--- src/rtl/axil_reg_bridge_mc.sv ---
// AXI4-Lite slave bridging to NUM_SLV register-file ports, one address window per port.
// Port i occupies byte addresses [i << SLV_ADDR_W, (i+1) << SLV_ADDR_W).
// Optional feature macro: AXIL_REG_DECERR_EN -- when defined, unmapped accesses
// answer with DECERR (2'b11); otherwise they answer OKAY with no side effect.
module axil_reg_bridge_mc #(
    parameter int ADDR_W     = 32,
    parameter int DATA_W     = 32,
    parameter int NUM_SLV    = 4,
    parameter int SLV_ADDR_W = 12,
    parameter int RD_LAT     = 1
) (
    input  logic                      reg_clk,
    input  logic                      reg_rst,
    input  logic                      s_axil_awvalid,
    output logic                      s_axil_awready,
    input  logic [ADDR_W-1:0]         s_axil_awaddr,
    input  logic                      s_axil_wvalid,
    output logic                      s_axil_wready,
    input  logic [DATA_W-1:0]         s_axil_wdata,
    input  logic [DATA_W/8-1:0]       s_axil_wstrb,
    output logic                      s_axil_bvalid,
    input  logic                      s_axil_bready,
    output logic [1:0]                s_axil_bresp,
    input  logic                      s_axil_arvalid,
    output logic                      s_axil_arready,
    input  logic [ADDR_W-1:0]         s_axil_araddr,
    output logic                      s_axil_rvalid,
    input  logic                      s_axil_rready,
    output logic [DATA_W-1:0]         s_axil_rdata,
    output logic [1:0]                s_axil_rresp,
    output logic [NUM_SLV-1:0]        reg_en,
    output logic                      reg_we,
    output logic [DATA_W/8-1:0]       reg_be,
    output logic [SLV_ADDR_W-1:0]     reg_addr,
    output logic [DATA_W-1:0]         reg_din,
    input  logic [NUM_SLV*DATA_W-1:0] reg_dout
);

    localparam int STRB_W = DATA_W / 8;
    localparam int IDX_W  = (NUM_SLV > 1) ? $clog2(NUM_SLV) : 1;
    localparam int CNT_W  = $clog2(RD_LAT + 1);
    localparam logic [1:0] RESP_OKAY = 2'b00;
`ifdef AXIL_REG_DECERR_EN
    localparam logic [1:0] RESP_UNMAPPED = 2'b11;
`else
    localparam logic [1:0] RESP_UNMAPPED = 2'b00;
`endif

    // True when the address selects an existing port and nothing above the index is set
    function automatic logic addr_mapped(input logic [ADDR_W-1:0] addr);
        logic hit;
        hit = 1'b0;
        for (int i = 0; i < NUM_SLV; i++) begin
            if (addr[SLV_ADDR_W +: IDX_W] == IDX_W'(i)) hit = 1'b1;
        end
        return hit && ((addr >> (SLV_ADDR_W + IDX_W)) == '0);
    endfunction

    function automatic logic [NUM_SLV-1:0] port_onehot(input logic [IDX_W-1:0] idx);
        logic [NUM_SLV-1:0] oh;
        for (int i = 0; i < NUM_SLV; i++) oh[i] = (idx == IDX_W'(i));
        return oh;
    endfunction

    logic                  ready_en_q, ready_en_d;
    logic                  aw_full_q, aw_full_d;
    logic [ADDR_W-1:0]     aw_addr_q, aw_addr_d;
    logic                  w_full_q, w_full_d;
    logic [DATA_W-1:0]     w_data_q, w_data_d;
    logic [STRB_W-1:0]     w_strb_q, w_strb_d;
    logic                  wr_issued_q, wr_issued_d;
    logic                  wr_map_q, wr_map_d;
    logic                  bvalid_q, bvalid_d;
    logic [1:0]            bresp_q, bresp_d;
    logic                  ar_busy_q, ar_busy_d;
    logic [ADDR_W-1:0]     ar_addr_q, ar_addr_d;
    logic                  rd_req_q, rd_req_d;
    logic [CNT_W-1:0]      rd_cnt_q, rd_cnt_d;
    logic                  rd_map_q, rd_map_d;
    logic [IDX_W-1:0]      rd_idx_q, rd_idx_d;
    logic                  rvalid_q, rvalid_d;
    logic [1:0]            rresp_q, rresp_d;
    logic [DATA_W-1:0]     rdata_q, rdata_d;
    logic                  prio_rd_q, prio_rd_d;
    logic [NUM_SLV-1:0]    reg_en_q, reg_en_d;
    logic                  reg_we_q, reg_we_d;
    logic [SLV_ADDR_W-1:0] reg_addr_q, reg_addr_d;
    logic [DATA_W-1:0]     reg_din_q, reg_din_d;
    logic [STRB_W-1:0]     reg_be_q, reg_be_d;

    logic                  aw_hs, w_hs, b_hs, ar_hs, r_hs;
    logic                  wr_req, grant_wr, grant_rd;
    logic                  wr_mapped, rd_mapped;
    logic [DATA_W-1:0]     rd_slice;

    assign s_axil_awready = ready_en_q & ~aw_full_q & ~bvalid_q;
    assign s_axil_wready  = ready_en_q & ~w_full_q & ~bvalid_q;
    assign s_axil_arready = ready_en_q & ~ar_busy_q;
    assign s_axil_bvalid  = bvalid_q;
    assign s_axil_bresp   = bresp_q;
    assign s_axil_rvalid  = rvalid_q;
    assign s_axil_rresp   = rresp_q;
    assign s_axil_rdata   = rdata_q;
    assign reg_en         = reg_en_q;
    assign reg_we         = reg_we_q;
    assign reg_addr       = reg_addr_q;
    assign reg_din        = reg_din_q;
    assign reg_be         = reg_be_q;

    assign aw_hs = s_axil_awvalid & s_axil_awready;
    assign w_hs  = s_axil_wvalid & s_axil_wready;
    assign b_hs  = bvalid_q & s_axil_bready;
    assign ar_hs = s_axil_arvalid & s_axil_arready;
    assign r_hs  = rvalid_q & s_axil_rready;

    assign wr_mapped = addr_mapped(aw_addr_q);
    assign rd_mapped = addr_mapped(ar_addr_q);

    // A write competes only once both holders are full and nothing of it is in flight yet.
    // Priority flips only on contested cycles: whichever type wins a collision yields the next one.
    assign wr_req   = aw_full_q & w_full_q & ~wr_issued_q & ~bvalid_q;
    assign grant_wr = wr_req & (~rd_req_q | ~prio_rd_q);
    assign grant_rd = rd_req_q & ~grant_wr;

    // Select the read-data slice of the port addressed by the outstanding read
    always_comb begin
        rd_slice = '0;
        for (int i = 0; i < NUM_SLV; i++) begin
            if (rd_idx_q == IDX_W'(i)) rd_slice = reg_dout[i*DATA_W +: DATA_W];
        end
    end

    // Next-state logic for holders, arbitration, register strobes and responses
    always_comb begin
        ready_en_d  = 1'b1;
        aw_full_d   = aw_full_q;
        aw_addr_d   = aw_addr_q;
        w_full_d    = w_full_q;
        w_data_d    = w_data_q;
        w_strb_d    = w_strb_q;
        wr_issued_d = 1'b0;
        wr_map_d    = wr_map_q;
        bvalid_d    = bvalid_q;
        bresp_d     = bresp_q;
        ar_busy_d   = ar_busy_q;
        ar_addr_d   = ar_addr_q;
        rd_req_d    = rd_req_q;
        rd_cnt_d    = rd_cnt_q;
        rd_map_d    = rd_map_q;
        rd_idx_d    = rd_idx_q;
        rvalid_d    = rvalid_q;
        rresp_d     = rresp_q;
        rdata_d     = rdata_q;
        prio_rd_d   = prio_rd_q;
        reg_en_d    = '0;
        reg_we_d    = 1'b0;
        reg_addr_d  = '0;
        reg_din_d   = '0;
        reg_be_d    = '0;

        if (aw_hs) begin
            aw_full_d = 1'b1;
            aw_addr_d = s_axil_awaddr;
        end
        if (w_hs) begin
            w_full_d = 1'b1;
            w_data_d = s_axil_wdata;
            w_strb_d = s_axil_wstrb;
        end

        if (wr_req && rd_req_q) prio_rd_d = grant_wr;

        if (grant_wr) begin
            wr_issued_d = 1'b1;
            wr_map_d    = wr_mapped;
            if (wr_mapped) begin
                reg_en_d   = port_onehot(aw_addr_q[SLV_ADDR_W +: IDX_W]);
                reg_we_d   = 1'b1;
                reg_addr_d = aw_addr_q[SLV_ADDR_W-1:0];
                reg_din_d  = w_data_q;
                reg_be_d   = w_strb_q;
            end
        end
        if (wr_issued_q) begin
            bvalid_d = 1'b1;
            bresp_d  = wr_map_q ? RESP_OKAY : RESP_UNMAPPED;
        end
        if (b_hs) begin
            bvalid_d  = 1'b0;
            bresp_d   = 2'b00;
            aw_full_d = 1'b0;
            w_full_d  = 1'b0;
        end

        if (ar_hs) begin
            ar_busy_d = 1'b1;
            ar_addr_d = s_axil_araddr;
            rd_req_d  = 1'b1;
        end
        if (grant_rd) begin
            rd_req_d = 1'b0;
            rd_cnt_d = CNT_W'(RD_LAT);
            rd_map_d = rd_mapped;
            rd_idx_d = ar_addr_q[SLV_ADDR_W +: IDX_W];
            if (rd_mapped) begin
                reg_en_d   = port_onehot(ar_addr_q[SLV_ADDR_W +: IDX_W]);
                reg_addr_d = ar_addr_q[SLV_ADDR_W-1:0];
            end
        end
        if (rd_cnt_q != '0) begin
            rd_cnt_d = rd_cnt_q - CNT_W'(1);
            if (rd_cnt_q == CNT_W'(1)) begin
                rvalid_d = 1'b1;
                rdata_d  = rd_map_q ? rd_slice : '0;
                rresp_d  = rd_map_q ? RESP_OKAY : RESP_UNMAPPED;
            end
        end
        if (r_hs) begin
            rvalid_d  = 1'b0;
            rdata_d   = '0;
            rresp_d   = 2'b00;
            ar_busy_d = 1'b0;
        end
    end

    // State register; reset aborts any transaction in flight without a response
    always_ff @(posedge reg_clk or posedge reg_rst) begin
        if (reg_rst) begin
            ready_en_q  <= 1'b0;
            aw_full_q   <= 1'b0;
            aw_addr_q   <= '0;
            w_full_q    <= 1'b0;
            w_data_q    <= '0;
            w_strb_q    <= '0;
            wr_issued_q <= 1'b0;
            wr_map_q    <= 1'b0;
            bvalid_q    <= 1'b0;
            bresp_q     <= 2'b00;
            ar_busy_q   <= 1'b0;
            ar_addr_q   <= '0;
            rd_req_q    <= 1'b0;
            rd_cnt_q    <= '0;
            rd_map_q    <= 1'b0;
            rd_idx_q    <= '0;
            rvalid_q    <= 1'b0;
            rresp_q     <= 2'b00;
            rdata_q     <= '0;
            prio_rd_q   <= 1'b0;
            reg_en_q    <= '0;
            reg_we_q    <= 1'b0;
            reg_addr_q  <= '0;
            reg_din_q   <= '0;
            reg_be_q    <= '0;
        end else begin
            ready_en_q  <= ready_en_d;
            aw_full_q   <= aw_full_d;
            aw_addr_q   <= aw_addr_d;
            w_full_q    <= w_full_d;
            w_data_q    <= w_data_d;
            w_strb_q    <= w_strb_d;
            wr_issued_q <= wr_issued_d;
            wr_map_q    <= wr_map_d;
            bvalid_q    <= bvalid_d;
            bresp_q     <= bresp_d;
            ar_busy_q   <= ar_busy_d;
            ar_addr_q   <= ar_addr_d;
            rd_req_q    <= rd_req_d;
            rd_cnt_q    <= rd_cnt_d;
            rd_map_q    <= rd_map_d;
            rd_idx_q    <= rd_idx_d;
            rvalid_q    <= rvalid_d;
            rresp_q     <= rresp_d;
            rdata_q     <= rdata_d;
            prio_rd_q   <= prio_rd_d;
            reg_en_q    <= reg_en_d;
            reg_we_q    <= reg_we_d;
            reg_addr_q  <= reg_addr_d;
            reg_din_q   <= reg_din_d;
            reg_be_q    <= reg_be_d;
        end
    end

endmodule
--- config.mk ---
export PLATFORM = sky130hd
export DESIGN_NAME = axil_reg_bridge_mc
export DESIGN_NICKNAME = d
export VERILOG_FILES = /design/src/rtl/axil_reg_bridge_mc.sv
export SDC_FILE = /design/constraint.sdc
export NUM_CORES = 1
export LEC_CHECK = 0
export CORE_AREA = 2 2 128 130
export CTS_CLUSTER_SIZE = 16
export DETAILED_ROUTE_END_ITERATION = 8
export DIE_AREA = 0 0 130 132
export DONT_BUFFER_PORTS = 1
export PLACE_DENSITY_LB_ADDON = 0.2
export RECOVER_POWER = 100
export SKIP_LAST_GASP = 1
export SLEW_MARGIN = 20
export SYNTH_ARGS = -nofsm -noshare
export SYNTH_HDL_FRONTEND = slang
export SYNTH_SLANG_ARGS = --single-unit
--- constraint.sdc ---
create_clock -name reg_clk -period 9 [get_ports reg_clk]
set_input_delay 0.9 -clock reg_clk [delete_from_list [all_inputs] [get_ports reg_clk]]
set_output_delay 0.9 -clock reg_clk [all_outputs]
set_load 0.02 [all_outputs]
Yosys cells after proc, flatten, opt, wreduce, memory -nomap -nowiden
Index checks and enable logic that the tools add are counted.
W data, S select, Z words.
{"block": "totals", "regBits": 202, "output_inout_bits": 94}
{"block": "op_classes", "n_reduce_logical": 14, "n_addsub": 1, "n_eq_ne": 9, "mux": 47, "n_bitwise": 24}
{"op": "$mux W32", "count": 9}
{"op": "$logic_not A32 Y1", "count": 2}
{"op": "$mux W12", "count": 4}
{"op": "$mux W1", "count": 24}
{"op": "$mux W4", "count": 6}
{"op": "$and A1 B1 Y1", "count": 15}
{"op": "$eq A2 B2 Y1 const B", "count": 6}
{"op": "$reduce_bool A2 Y1", "count": 6}
{"op": "$mux W2", "count": 4}
{"op": "$not A1 Y1", "count": 8}
{"op": "$eq A2 B1 Y1 const B", "count": 3}
{"op": "$logic_not A2 Y1", "count": 3}
{"op": "$logic_and A1 B1 Y1", "count": 3}
{"op": "$or A1 B1 Y1", "count": 1}
{"op": "$sub A1 B1 Y1 const B", "count": 1}

Depth between registers and ports, before layout
Gate-level depths: netlist (run 1).
{"block": "logic_depth", "depth_word": 10, "mapped_depth": 6}

Worst setup path after synthesis (run 1)
No wires, ideal clock.
{"block": "synth_path", "path_type": "reg-to-reg", "startpoint": "reg bvalid_q, in the netlist s_axil_bvalid", "endpoint": "reg w_data_q[10]", "stages_incl_launch_ff": 7, "n_path_buf": 2, "synth_period_minus_slack_ns": 2.009, "t_arrival_ns": 1.884, "required_ns": 8.875, "setup_ns": 0.125, "setup_slack_ns": 6.991, "path_cell_list": "dfrtp_1 nand2b_1 nor2_1 and2_1 buf_2 buf_4 mux2_2"}
{"block": "synth_via", "elab_chain_len": 3}
{"item": "start: declaration", "line_no": "73", "source": "logic bvalid_q, bvalid_d;"}
{"item": "start signal: assignment", "line_no": "263", "source": "bvalid_q <= bvalid_d;"}
{"item": "$not A1 Y1", "line_no": "97", "source": "assign s_axil_wready = ready_en_q & ~w_full_q & ~bvalid_q;"}
{"item": "$and A1 B1 Y1", "line_no": "97"}
{"item": "via s_axil_wready", "line_no": "18", "source": "output logic s_axil_wready,"}
{"item": "$and A1 B1 Y1", "line_no": "111", "source": "assign w_hs = s_axil_wvalid & s_axil_wready;"}
{"item": "end signal: assignment", "line_no": "259", "source": "w_data_q <= w_data_d;"}
{"item": "end: declaration", "line_no": "69", "source": "logic [DATA_W-1:0] w_data_q, w_data_d;"}
The timed path passes the listed nets, and every way through them passes these cells.
A chain may end at the register's enable or synchronous reset.

==> summary.md, run 1 <==
| Metric | Value |
|---|---|
| Maximum single-stage delay on the critical path | 2.70 ns |
| Final core utilization | 55.4% |
| Worst slew pin tran | 3.74 ns |
| Vias | 4318 |
| Clk sinks | 198 |
| Share of cells above drive strength 1 | 32.5% |
| First-pass GRT wire length | 26.6 mm |
| Hold Slack | 0.475 ns |
| Synthesized area per cell | 15.8 um^2 |
| Pre-Repair DR Iteration Count | 5 |
| Crit Path Category | primary input to async pin |
| Cts hold-fix bufs | 0 |
| CTS tree | yes |
| Simple-Gate Fraction of Synth Area | 5.18% |
| Final Critical Period | 4.51 ns |
| PostCTS Resize Cnt | 0 |
| Syn-to-layout area delta | 9.21% |
| Final wirelength | 17.7 mm |
| Initial Util | 50.7% |
| Final HPWL DP | 13.2 mm |
| Die ar. | 17200 um^2 |
| Period utilization | 50.1% |
| Worst Path Required | 8.68 ns |
| RePlAce Congestion | 0.846 |
| Die X | 130 um |
| WHS Path Cells | 1 |
| Placed Area | 8120 um^2 |
| Max Cap Viol | 5 |
| Critical path's top delay family | buffers and inverters |
| Max VDD drop | 0.000165 V |
| Status | complete, but fails checks |
| Skew final | 0.00807 ns |
| Failing checks | capacitance limit, slew limit |
| Number of global-route vias before repair | 4563 |
| Post-Syn Instances | 504 |
| Grt ovf | 0 |
| Largest net degree at the start of global routing | 126 |
| Clock H-tree levels | 4 |
| FF-to-FF setup slack | 5.31 ns |
| Worst R2R End | w_data_q[31] |
| Worst slew margin | -149% |
| Die height | 132 um |
| FF+latch count, synth | 198 |
| FF/Latch Area | 4950 um^2 |
| Reg clk slew, reported paths | 0.07 ns |
| Worst Path Max Fanout | 125 |
| Worst-Skew Late Latency | 0.42 ns |
| Vias per Instance | 5.92 |
| Synthesis Warnings | 0 |
| Critical Path Slowest Stage Cell | clkbuf_1 |
| Multi-input gate area | 2810 um^2 |
| Final layout net count | 733 |
| Post-synthesis xor/xnor area fraction | 0.110% |
| Remaining antenna violation count | 0 |
| Largest family of logic cells by synthesized area | multiplexers |
| Buffer and inverter count on the worst path | 2 |
| Pwr Total | 2.78 mW |
| Initial antenna violation count | 4 |
| Final Cell Area | 8710 um^2 |
| Setup crit end kind | async pin |
| Yosys top cell area share | 62.2% |
| Leak pwr | 3.82 nW |
| Rows | 46 |
| Pwr Density | 319 nW/um^2 |
| Ys async rst share | 100% |
| Setup violators final | 0 |
| Clock Path Buffers | 2 |
| Top post-synthesis cells by area | dfrtp_1, mux2_2, mux4_2 |
| Final Max Tran Viols | 235 |
| Synth cell types | 31 |
| Sum of negative setup slack | 0 ns |
| Port bufs | 0 |
| Gr usage total | 20.7% |
| TritonCTS buffer count | 17 |
| Sequential fraction of the synthesis area | 62.2% |
| Synth Cell Area | 7970 um^2 |
| Yosys top cell by area | dfrtp_1 |
| Initial DRC count | 199 |
| Reg2reg path depth | 4 |
| Min-delay src | w_data_q[0] |
| DR WL/cell | 24.3 um |
| Number of flops mapped to enable cells by yosys | 0 |
| Residual DRC | 0 |
| Predominant post-synthesis flop cell | dfrtp_1 |
| Endpoints failing hold | 0 |
| Worst setup SP type | primary input |
| Multiplexer share of the synthesized area | 23.3% |
| Postcts setup bufs | 0 |
| Synth Area in Compound Gates | 6.36% |
| CP cell instances | inv_8 -> clkbuf_1 |
| Adder-cell share of the synthesized area | 0% |
| Num ports | 329 |
| RSZ-0062 raised after global routing | no |
| Worst min-delay path class | flip-flop to flip-flop |
| WHS Endpoint | reg_din[0] |
| Core area | 15700 um^2 |
| Worst R2R Start | s_axil_bvalid |
| Root Driver | clkbuf_16 |
| Critical Path AT | 4.18 ns |
| Highest clock rate | 0.222 GHz |
| Number of fill cells in the layout | 1272 |
-- stage by stage --
step,instances,worst slack (ns)
floorplan,507,2.70
global placement,695,6.44
detailed placement,695,6.39
CTS,727,6.37
global route,729,3.61
finish,730,4.49
-- Yosys cell counts (all sizes together) (2+ instances only) --
cell / n
a32o: 4
dfrtp: 198
nand4: 2
mux2: 100
clkbuf: 10
a21o: 3
nor4: 7
buf: 25
nor2b: 3
nor2: 7
a21oi: 6
o21ai: 3
nand2: 5
mux4: 32
conb: 2
a22o: 44
and2: 38
and3: 2
inv: 4
-- sequential cells by signal, indices dropped and copies added, names as in the netlist, 2 cells and up --
signal        flops
rd_idx_q          2
aw_addr_q        32
reg_en            4
s_axil_rdata     32
reg_addr         12
reg_be            4
w_strb_q          4
reg_din          32
w_data_q         32
ar_addr_q        32
-- cells in the final DEF (no fill, tap or decap), types with 3 or more instances in the layout --
cell type  count
o21ai_0        3
diode_2        3
mux2_2        98
clkbuf_1       6
a21o_1         3
buf_4          3
conb_1         5
a32o_1         4
and2_1        16
a22o_1        44
and2_0        22
inv_6          5
nand2_1        5
nor4_1         7
clkbuf_16     17
dfrtp_1      198
a21oi_1        4
nor2_1         7
inv_1          3
nor2b_1        3
mux4_2        32
-- worst register-to-register path, delay by kind of cell (launching register included) --
kind	cells	cell delay, ns
simple gates	3	2.57
flops	1	0.51
mux	1	0.49
-- cell type report --
cell class,instances,area share (%)
clock buffer,20,5.13
antenna,3,0.0862
timing repair buffer,7,0.431
inverter,4,0.259
tap,216,3.10
clock inverter,12,1.84
multi-input combinational,270,32.2
sequential,198,56.9
-- worst max path at each step --
stage,endpoint,from,slack [ns],cells after the start
5_1_grt,ar_addr_q[10],reg_rst,3.61,2
6_report,w_strb_q[2],reg_rst,4.49,2
3_3_place_gp,w_data_q[25],s_axil_bvalid,6.44,4
4_1_cts,w_data_q[7],s_axil_bvalid,6.37,4
3_5_place_dp,w_data_q[7],s_axil_bvalid,6.39,4
2_1_floorplan,ar_addr_q[0],reg_rst,2.70,1
-- report_power, final --
group / leakage (nW) / total (mW) / internal (mW) / switching, mW
combinational: 0.983 / 0.590 / 0.381 / 0.209
clock: 0.294 / 0.769 / 0.428 / 0.342
sequential: 2.54 / 1.42 / 1.17 / 0.248
-- logic make-up after synthesis --
group / count (synthesis)
buffers and inverters: 39
xor gates and xnor gates: 1
muxes: 133
other: 2
AOI/OAI and AO/OA: 62
and+or+nand+nor: 69
DFF: 198
-- metal layers --
layer | track usage, % | vias to the layer above | wire length, um
li1 | - | 1832 | -
met1 | 23.8 | 2237 | 6680
met2 | 35.3 | 220 | 9100
met3 | 7.35 | 25 | 1580
met4 | 8.06 | 4 | 334
met5 | 0 | - | 23
(Power assumes the default switching activity.)
==> run 2: changes to the inputs <==
--- a/config.mk
+++ b/config.mk
@@ -5,10 +5,10 @@
 export SDC_FILE = /design/constraint.sdc
 export NUM_CORES = 1
 export LEC_CHECK = 0
-export CORE_AREA = 2 2 128 130
+export CORE_AREA = 2 2 126 128
 export CTS_CLUSTER_SIZE = 16
 export DETAILED_ROUTE_END_ITERATION = 8
-export DIE_AREA = 0 0 130 132
+export DIE_AREA = 0 0 128 130
 export DONT_BUFFER_PORTS = 1
 export PLACE_DENSITY_LB_ADDON = 0.2
 export RECOVER_POWER = 100
==> constraint.sdc (replaced) <==
create_clock -name reg_clk -period 4.6 [get_ports reg_clk]
set_input_delay 0.46 -clock reg_clk [delete_from_list [all_inputs] [get_ports reg_clk]]
set_output_delay 0.46 -clock reg_clk [all_outputs]
set_load 0.02 [all_outputs]
==> summary.md, run 2 (synthesized netlist as in run 1, its figures left out) <==
| Metric | Value |
|---|---|
| Status | complete, but fails checks |
| Failing checks | capacitance limit, slew limit |
| Highest clock rate | 0.308 GHz |
| Pwr Density | 626 nW/um^2 (+96%) |
| Number of global-route vias before repair | 4536 (-0.59%) |
| Critical Path Slowest Stage Cell | nor3b_1 |
| CTS tree | yes |
| Crit Path Category | flip-flop to flip-flop |
| Rows | 46 (unchanged) |
| Maximum single-stage delay on the critical path | 1.51 ns (-1.19 ns) |
| Non-Filler Instances | 709 (-2.9%) |
| Max Cap Viol | 5 (unchanged) |
| Setup violators final | 0 (unchanged) |
| Worst-Skew Late Latency | 0.44 ns (+0.02 ns) |
| Switching Share | 29.0% (+0.25 points) |
| Skew final | 0.0189 ns (+0.0108 ns) |
| Gr usage total | 20.9% (+0.17 points) |
| Initial DRC count | 194 (-2.5%) |
| Largest net degree at the start of global routing | 111 (-12%) |
| Worst slew pin tran | 1.94 ns (-1.80 ns) |
| CP cell instances | nand2b_1 -> nor3b_1 -> buf_4 -> mux2_2 |
| Setup crit end kind | flip-flop |
| Clock group share of total power | 28.0% (+0.3 points) |
| Remaining antenna violation count | 0 (unchanged) |
| Initial antenna violation count | 4 (unchanged) |
| Worst Path Required | 4.92 ns (-3.76 ns) |
| Core area | 15400 um^2 (-1.8%) |
| Die ar. | 16600 um^2 (-3.0%) |
| Worst Path Max Fanout | 22 (-82%) |
| Max VDD drop | 0.000305 V (+85%) |
| Vias | 4314 (-0.093%) |
| Number of fill cells in the layout | 1199 (-5.7%) |
| Highest-count cells in the layout ignoring fill and taps | dfrtp_1, mux2_2, a22o_1 |
| Die height | 130 um (-1.5%) |
| Endpoints failing hold | 0 (unchanged) |
| Syn-to-layout area delta | 9.45% |
| Worst min-delay path class | primary input to flip-flop |
| Grt ovf | 0 (unchanged) |
| First-pass GRT wire length | 25.9 mm (-2.7%) |
| Sequential Power Share | 50.0% (-1.1 points) |
| TritonCTS buffer count | 17 (unchanged) |
| Share of cells above drive strength 1 | 33.9% (+1.4 points) |
| Residual DRC | 0 (unchanged) |
| Final Critical Period | 3.25 ns |
| Port bufs | 0 (unchanged) |
| Sum of negative setup slack | 0 ns (unchanged) |
| Net Sw Power | 1.58 mW (+98%) |
| Period utilization | 70.6% |
| Pre-Repair DR Iteration Count | 4 (-1) |
| Die X | 128 um (-1.5%) |
| Pint | 3.88 mW (+96%) |
| Final wirelength | 17.6 mm (-0.85%) |
| Comb power frac | 22.1% (+0.9 points) |
| Final Max Tran Viols | 172 (-27%) |
| Cts hold-fix bufs | 0 (unchanged) |
| Reg clk slew, reported paths | 0.07 ns (about the same) |
| Critical Path AT | 3.57 ns (-0.61 ns) |
| Clock H-tree levels | 4 (unchanged) |
| RePlAce Congestion | 0.933 (+10%) |
| Num ports | 329 (unchanged) |
| RSZ-0062 raised after global routing | no |
| Worst slew margin | -29.9% (+120 points) |
| DR WL/cell | 24.8 um (+2.1%) |
| Initial Util | 51.7% (+0.95 points) |
| Final HPWL DP | 13.1 mm (-0.71%) |
| PostCTS Resize Cnt | 0 (unchanged) |
| Postcts setup bufs | 0 (unchanged) |
| Final layout net count | 735 (+0.27%) |
| Leak pwr | 3.85 nW (+0.84%) |
| DP Cell Count | 672 (-3.3%) |
| Vias per Instance | 6.08 (+2.9%) |
| Clock Path Buffers | 2 (unchanged) |
| Root Driver | clkbuf_16 |
| Clk sinks | 198 (unchanged) |
| Worst setup SP type | flip-flop |
| Most common cell after layout, fill and taps aside | dfrtp_1 |
[run 2: cell types whose count changed in the layout (fill, tap and decap cells not counted), moves of 2 or more]
| cell | change |
|---|---|
| and2_0 | -4 |
| and2_1 | +3 |
| buf_4 | +3 |
| clkbuf_1 | -4 |
| clkinv_4 | +2 |
| inv_6 | -5 |
| inv_8 | +3 |
[run 2: worst paths after layout]
kind / from / to / slack, ns / cells past startpoint
setup / recovery: s_axil_bvalid / aw_addr_q[11] / 1.35 / 4
hold / removal: s_axil_bready / s_axil_bvalid / 0.11 / 1
setup reg to reg: s_axil_bvalid / aw_addr_q[11] / 1.35 / 4
hold reg to reg: w_data_q[22] / reg_din[22] / 0.47 / 1
max in group asynchronous: reg_rst / s_axil_rdata[17] / 2.85 / 2
min in group asynchronous: reg_rst / reg_be[3] / 0.41 / 1
[run 2: per-stage QoR]
step	hold slack, ns	worst slack (ns)	total power [mW]	util (%)	cell area (um^2)
global placement	0.461	2.10	3.89	52.6	8110
CTS	0.0994	1.97	5.52	56.6	8730
finish	0.114	1.35	5.46	56.6	8720
detailed placement	0.460	1.99	3.98	52.6	8110
global route	0.0986	1.04	5.76	56.5	8720
floorplan	0.449	1.58	3.72	-	7990
[run 2: final cells by class]
type	instances	area (um^2)	share of cell area, %
repair buffers	9	72.6	0.832
diodes	4	10.0	0.115
flip-flops and latches	198	4950	56.8
well taps	192	240	2.75
inverters	4	16.3	0.186
clock inverters	14	184	2.11
clock buffers	18	439	5.03
multi-input cells	270	2810	32.2
[run 2: power by group through the flow]
stage	clock network (mW)	registers [mW]	logic, mW
after CTS	1.56	2.79	1.17
final	1.53	2.73	1.20
after global routing	1.64	2.80	1.32
after detailed placement	0	2.82	1.16
after floorplan	0	2.63	1.09
after global placement	0	2.78	1.11
[run 2: routing by layer]
metal / vias up / track usage [%] / wire length (um)
met5: - / 1.18 / 0
li1: 1829 / - / -
met1: 2258 / 22.7 / 6470
met2: 208 / 36.3 / 9160
met3: 19 / 9.51 / 1640
met4: 0 / 7.37 / 295
[run 2: worst max-delay path, delay by kind of cell (launching register included)]
family	cells	cell delay, ns
buffers and inverters	1	0.49
flip-flops	1	0.51
multiplexers	1	0.37
AND/OR/NAND/NOR	2	1.76
==> run 3: changes to the inputs <==
--- a/config.mk
+++ b/config.mk
@@ -5,10 +5,10 @@
 export SDC_FILE = /design/constraint.sdc
 export NUM_CORES = 1
 export LEC_CHECK = 0
-export CORE_AREA = 2 2 126 128
+export CORE_AREA = 2 2 129 131
 export CTS_CLUSTER_SIZE = 16
 export DETAILED_ROUTE_END_ITERATION = 8
-export DIE_AREA = 0 0 128 130
+export DIE_AREA = 0 0 131 133
 export DONT_BUFFER_PORTS = 1
 export PLACE_DENSITY_LB_ADDON = 0.2
 export RECOVER_POWER = 100
==> constraint.sdc (replaced) <==
create_clock -name reg_clk -period 2.9 [get_ports reg_clk]
set_input_delay 0.29 -clock reg_clk [delete_from_list [all_inputs] [get_ports reg_clk]]
set_output_delay 0.29 -clock reg_clk [all_outputs]
set_load 0.02 [all_outputs]
==> summary.md, run 3 (synthesized netlist as in run 1, its figures left out) <==
| Metric | Value |
|---|---|
| First-pass GRT wire length | 28.5 mm (+10%) |
| Final layout net count | 830 (+13%) |
| Clock group share of total power | 26.7% (-1.3 points) |
| DR WL/cell | 22.7 um (-8.3%) |
| Max layer used | met5 |
| Vias | 4694 (+8.8%) |
| TritonCTS buffer count | 17 (unchanged) |
| Status | finished clean |
| Port bufs | 0 (unchanged) |
| Skew final | 0.0150 ns (-0.00390 ns) |
| Residual DRC | 0 (unchanged) |
| Most common cell after layout, fill and taps aside | dfrtp_1 |
| Critical Path AT | 2.80 ns (-0.77 ns) |
| Final Max Tran Viols | 0 (-100%) |
| Initial Util | 49.3% (-2.4 points) |
| CP cell instances | nand4bb_1 -> a21oi_1 -> and3_2 -> clkbuf_1 -> a22o_1 |
| RePlAce Congestion | 0.868 (-6.9%) |
| Comb power frac | 22.7% (+0.6 points) |
| Buffer and inverter count on the worst path | 1 (unchanged) |
| Number of global-route vias before repair | 5165 (+14%) |
| M1 WL | 6.81 mm (+5.3%) |
| Root Driver | clkbuf_16 |
| Critical Path Slowest Stage Cell | and3_2 |
| Core area | 16200 um^2 (+4.8%) |
| Max VDD drop | 0.000487 V (+60%) |
| Reg clk slew, reported paths | 0.08 ns (about the same) |
| Initial antenna violation count | 3 (-1) |
| Net Sw Power | 2.62 mW (+65%) |
| Share of cells above drive strength 1 | 29.4% (-4.5 points) |
| Sum of negative setup slack | 0 ns (unchanged) |
| Final wirelength | 18.9 mm (+7.3%) |
| Crit Path Category | flip-flop to flip-flop |
| PnR worst setup slack | 0.456 ns (-0.895 ns) |
| Worst min-delay path class | primary input to flip-flop |
| Crit path depth | 5 (+1) |
| Postcts setup bufs | 0 (unchanged) |
| Max Cap Viol | 0 (-5) |
| Worst-Skew Late Latency | 0.43 ns (about the same) |
| Pwr Density | 902 nW/um^2 (+44%) |
| WL met2 | 9.92 mm (+8.2%) |
| CTS tree | yes |
| Highest-count cells in the layout ignoring fill and taps | dfrtp_1, mux2_2, dlygate4sd3_1 |
| Final HPWL DP | 13.6 mm (+3.8%) |
| Critical path's top delay family | simple AND/OR/NAND/NOR gates |
| FF-to-FF setup slack | 0.46 ns (-0.89 ns) |
| Final core utilization | 59.6% (+3.0 points) |
| Die height | 133 um (+2.3%) |
| Crit path to | reg_addr[1] |
| Vias per Instance | 5.66 (-7.1%) |
| Endpoints failing hold | 0 (unchanged) |
| Period utilization | 84.3% (+14 points) |
| Worst R2R Start | s_axil_bvalid |
| Switching Share | 30.1% (+1.2 points) |
| Worst Path Required | 3.26 ns (-1.66 ns) |
| Pint | 6.07 mW (+57%) |
| Pre-Repair DR Iteration Count | 4 (unchanged) |
| Gr usage total | 21.9% (+0.94 points) |
| Largest net degree at the start of global routing | 81 (-27%) |
| Clk sinks | 198 (unchanged) |
| RSZ-0062 raised after global routing | no |
| Leak pwr | 4.20 nW (+9.2%) |
| Reg2reg path depth | 5 (+1) |
| Sequential Power Share | 50.6% (+0.6 points) |
| Initial DRC count | 232 (+20%) |
| DR WL met3 | 1.65 mm (+1.1%) |
| Final Critical Period | 2.44 ns (-0.805 ns) |
| Setup crit end kind | flip-flop |
| Number of fill cells in the layout | 1264 (+5.4%) |
| CP startpoint | s_axil_bvalid |
| Placed Area | 8220 um^2 (+1.3%) |
| Num ports | 329 (unchanged) |
| Worst setup SP type | flip-flop |
| Worst slew pin tran | 1.13 ns (-0.803 ns) |
| Die ar. | 17400 um^2 (+4.7%) |
| Rows | 47 (+2.2%) |
| Min-delay src | s_axil_awaddr[27] |
| Highest clock rate | 0.409 GHz (+33%) |
| Die X | 131 um (+2.3%) |
| Setup violators final | 0 (unchanged) |
| Worst slew margin | 24.3% (+54 points) |
| Maximum single-stage delay on the critical path | 0.62 ns (-0.89 ns) |
| Grt ovf | 0 (unchanged) |
| Clock Path Buffers | 2 (unchanged) |
| Final Cell Area | 9640 um^2 (+10%) |
| Syn-to-layout area delta | 20.9% |
| Clock H-tree levels | 4 (unchanged) |
| Hold Slack | 0.00834 ns (-0.106 ns) |
| Worst Path Max Fanout | 32 (+45%) |
| Pre-CTS setup slack | 0.666 ns (-1.32 ns) |
| Remaining antenna violation count | 0 (unchanged) |
| Worst R2R End | reg_addr[1] |
## run 3: cell types whose count changed in the layout (fill, tap and decap cells not counted), moves of 2 or more
| cell | before | now |
|---|---|---|
| buf_4 | 6 | 4 |
| bufinv_16 | 2 | 0 |
| clkbuf_1 | 2 | 7 |
| clkbuf_2 | 0 | 3 |
| clkbuf_4 | 0 | 2 |
| clkinv_2 | 2 | 0 |
| clkinvlp_4 | 1 | 3 |
| diode_2 | 4 | 2 |
| dlygate4sd3_1 | 0 | 88 |
| inv_6 | 0 | 3 |
| inv_8 | 5 | 3 |
## run 3: per-layer routing
layer  track usage, %  vias to the layer above
met5                0                        -
met4             9.04                        2
met3             7.48                       40
met2             37.9                      232
met1             24.3                     2389
li1                 -                     2031
## run 3: final cells by class
cell class | instances | area (um^2) | share of cell area, %
well taps | 220 | 275 | 2.86
clock buffers | 18 | 439 | 4.56
repair buffers | 104 | 967 | 10.0
inverters | 4 | 16.3 | 0.169
clock inverters | 14 | 156 | 1.62
flip-flops and latches | 198 | 4960 | 51.4
diodes | 2 | 5.00 | 0.0519
multi-input cells | 270 | 2820 | 29.3
## run 3: power by group through the flow
stage	Clock (mW)	Sequential, mW	Combinational [mW]
2_1_floorplan	0	4.17	1.73
3_3_place_gp	0	4.39	1.83
3_5_place_dp	0	4.45	1.91
4_1_cts	2.38	4.39	2.00
5_1_grt	2.50	4.53	2.16
6_report	2.32	4.39	1.97
## run 3: repair_timing
| action | 4_1_cts | 5_1_grt |
|---|---|---|
| hold endpoints to repair | 96 | 11 |
| hold buffers | 77 | 11 |
| resized for setup | 0 | 0 |
## run 3: worst min path at each step
stage	depth (start not counted)	slack [ns]	end
finish	1	0.008	aw_addr_q[27]
global route	1	-0.007	aw_addr_q[27]
CTS	1	0.00009	aw_addr_q[1]
detailed placement	1	0.23	reg_din[31]
global placement	1	0.22	reg_din[24]
floorplan	1	0.38	ar_busy_q
## run 3: through the flow
step                      power (mW)  instances
after floorplan                 5.90        507
after global placement          6.22        708
after detailed placement        6.36        708
after CTS                       8.78        817
after global routing            9.19        830
final                           8.69        830
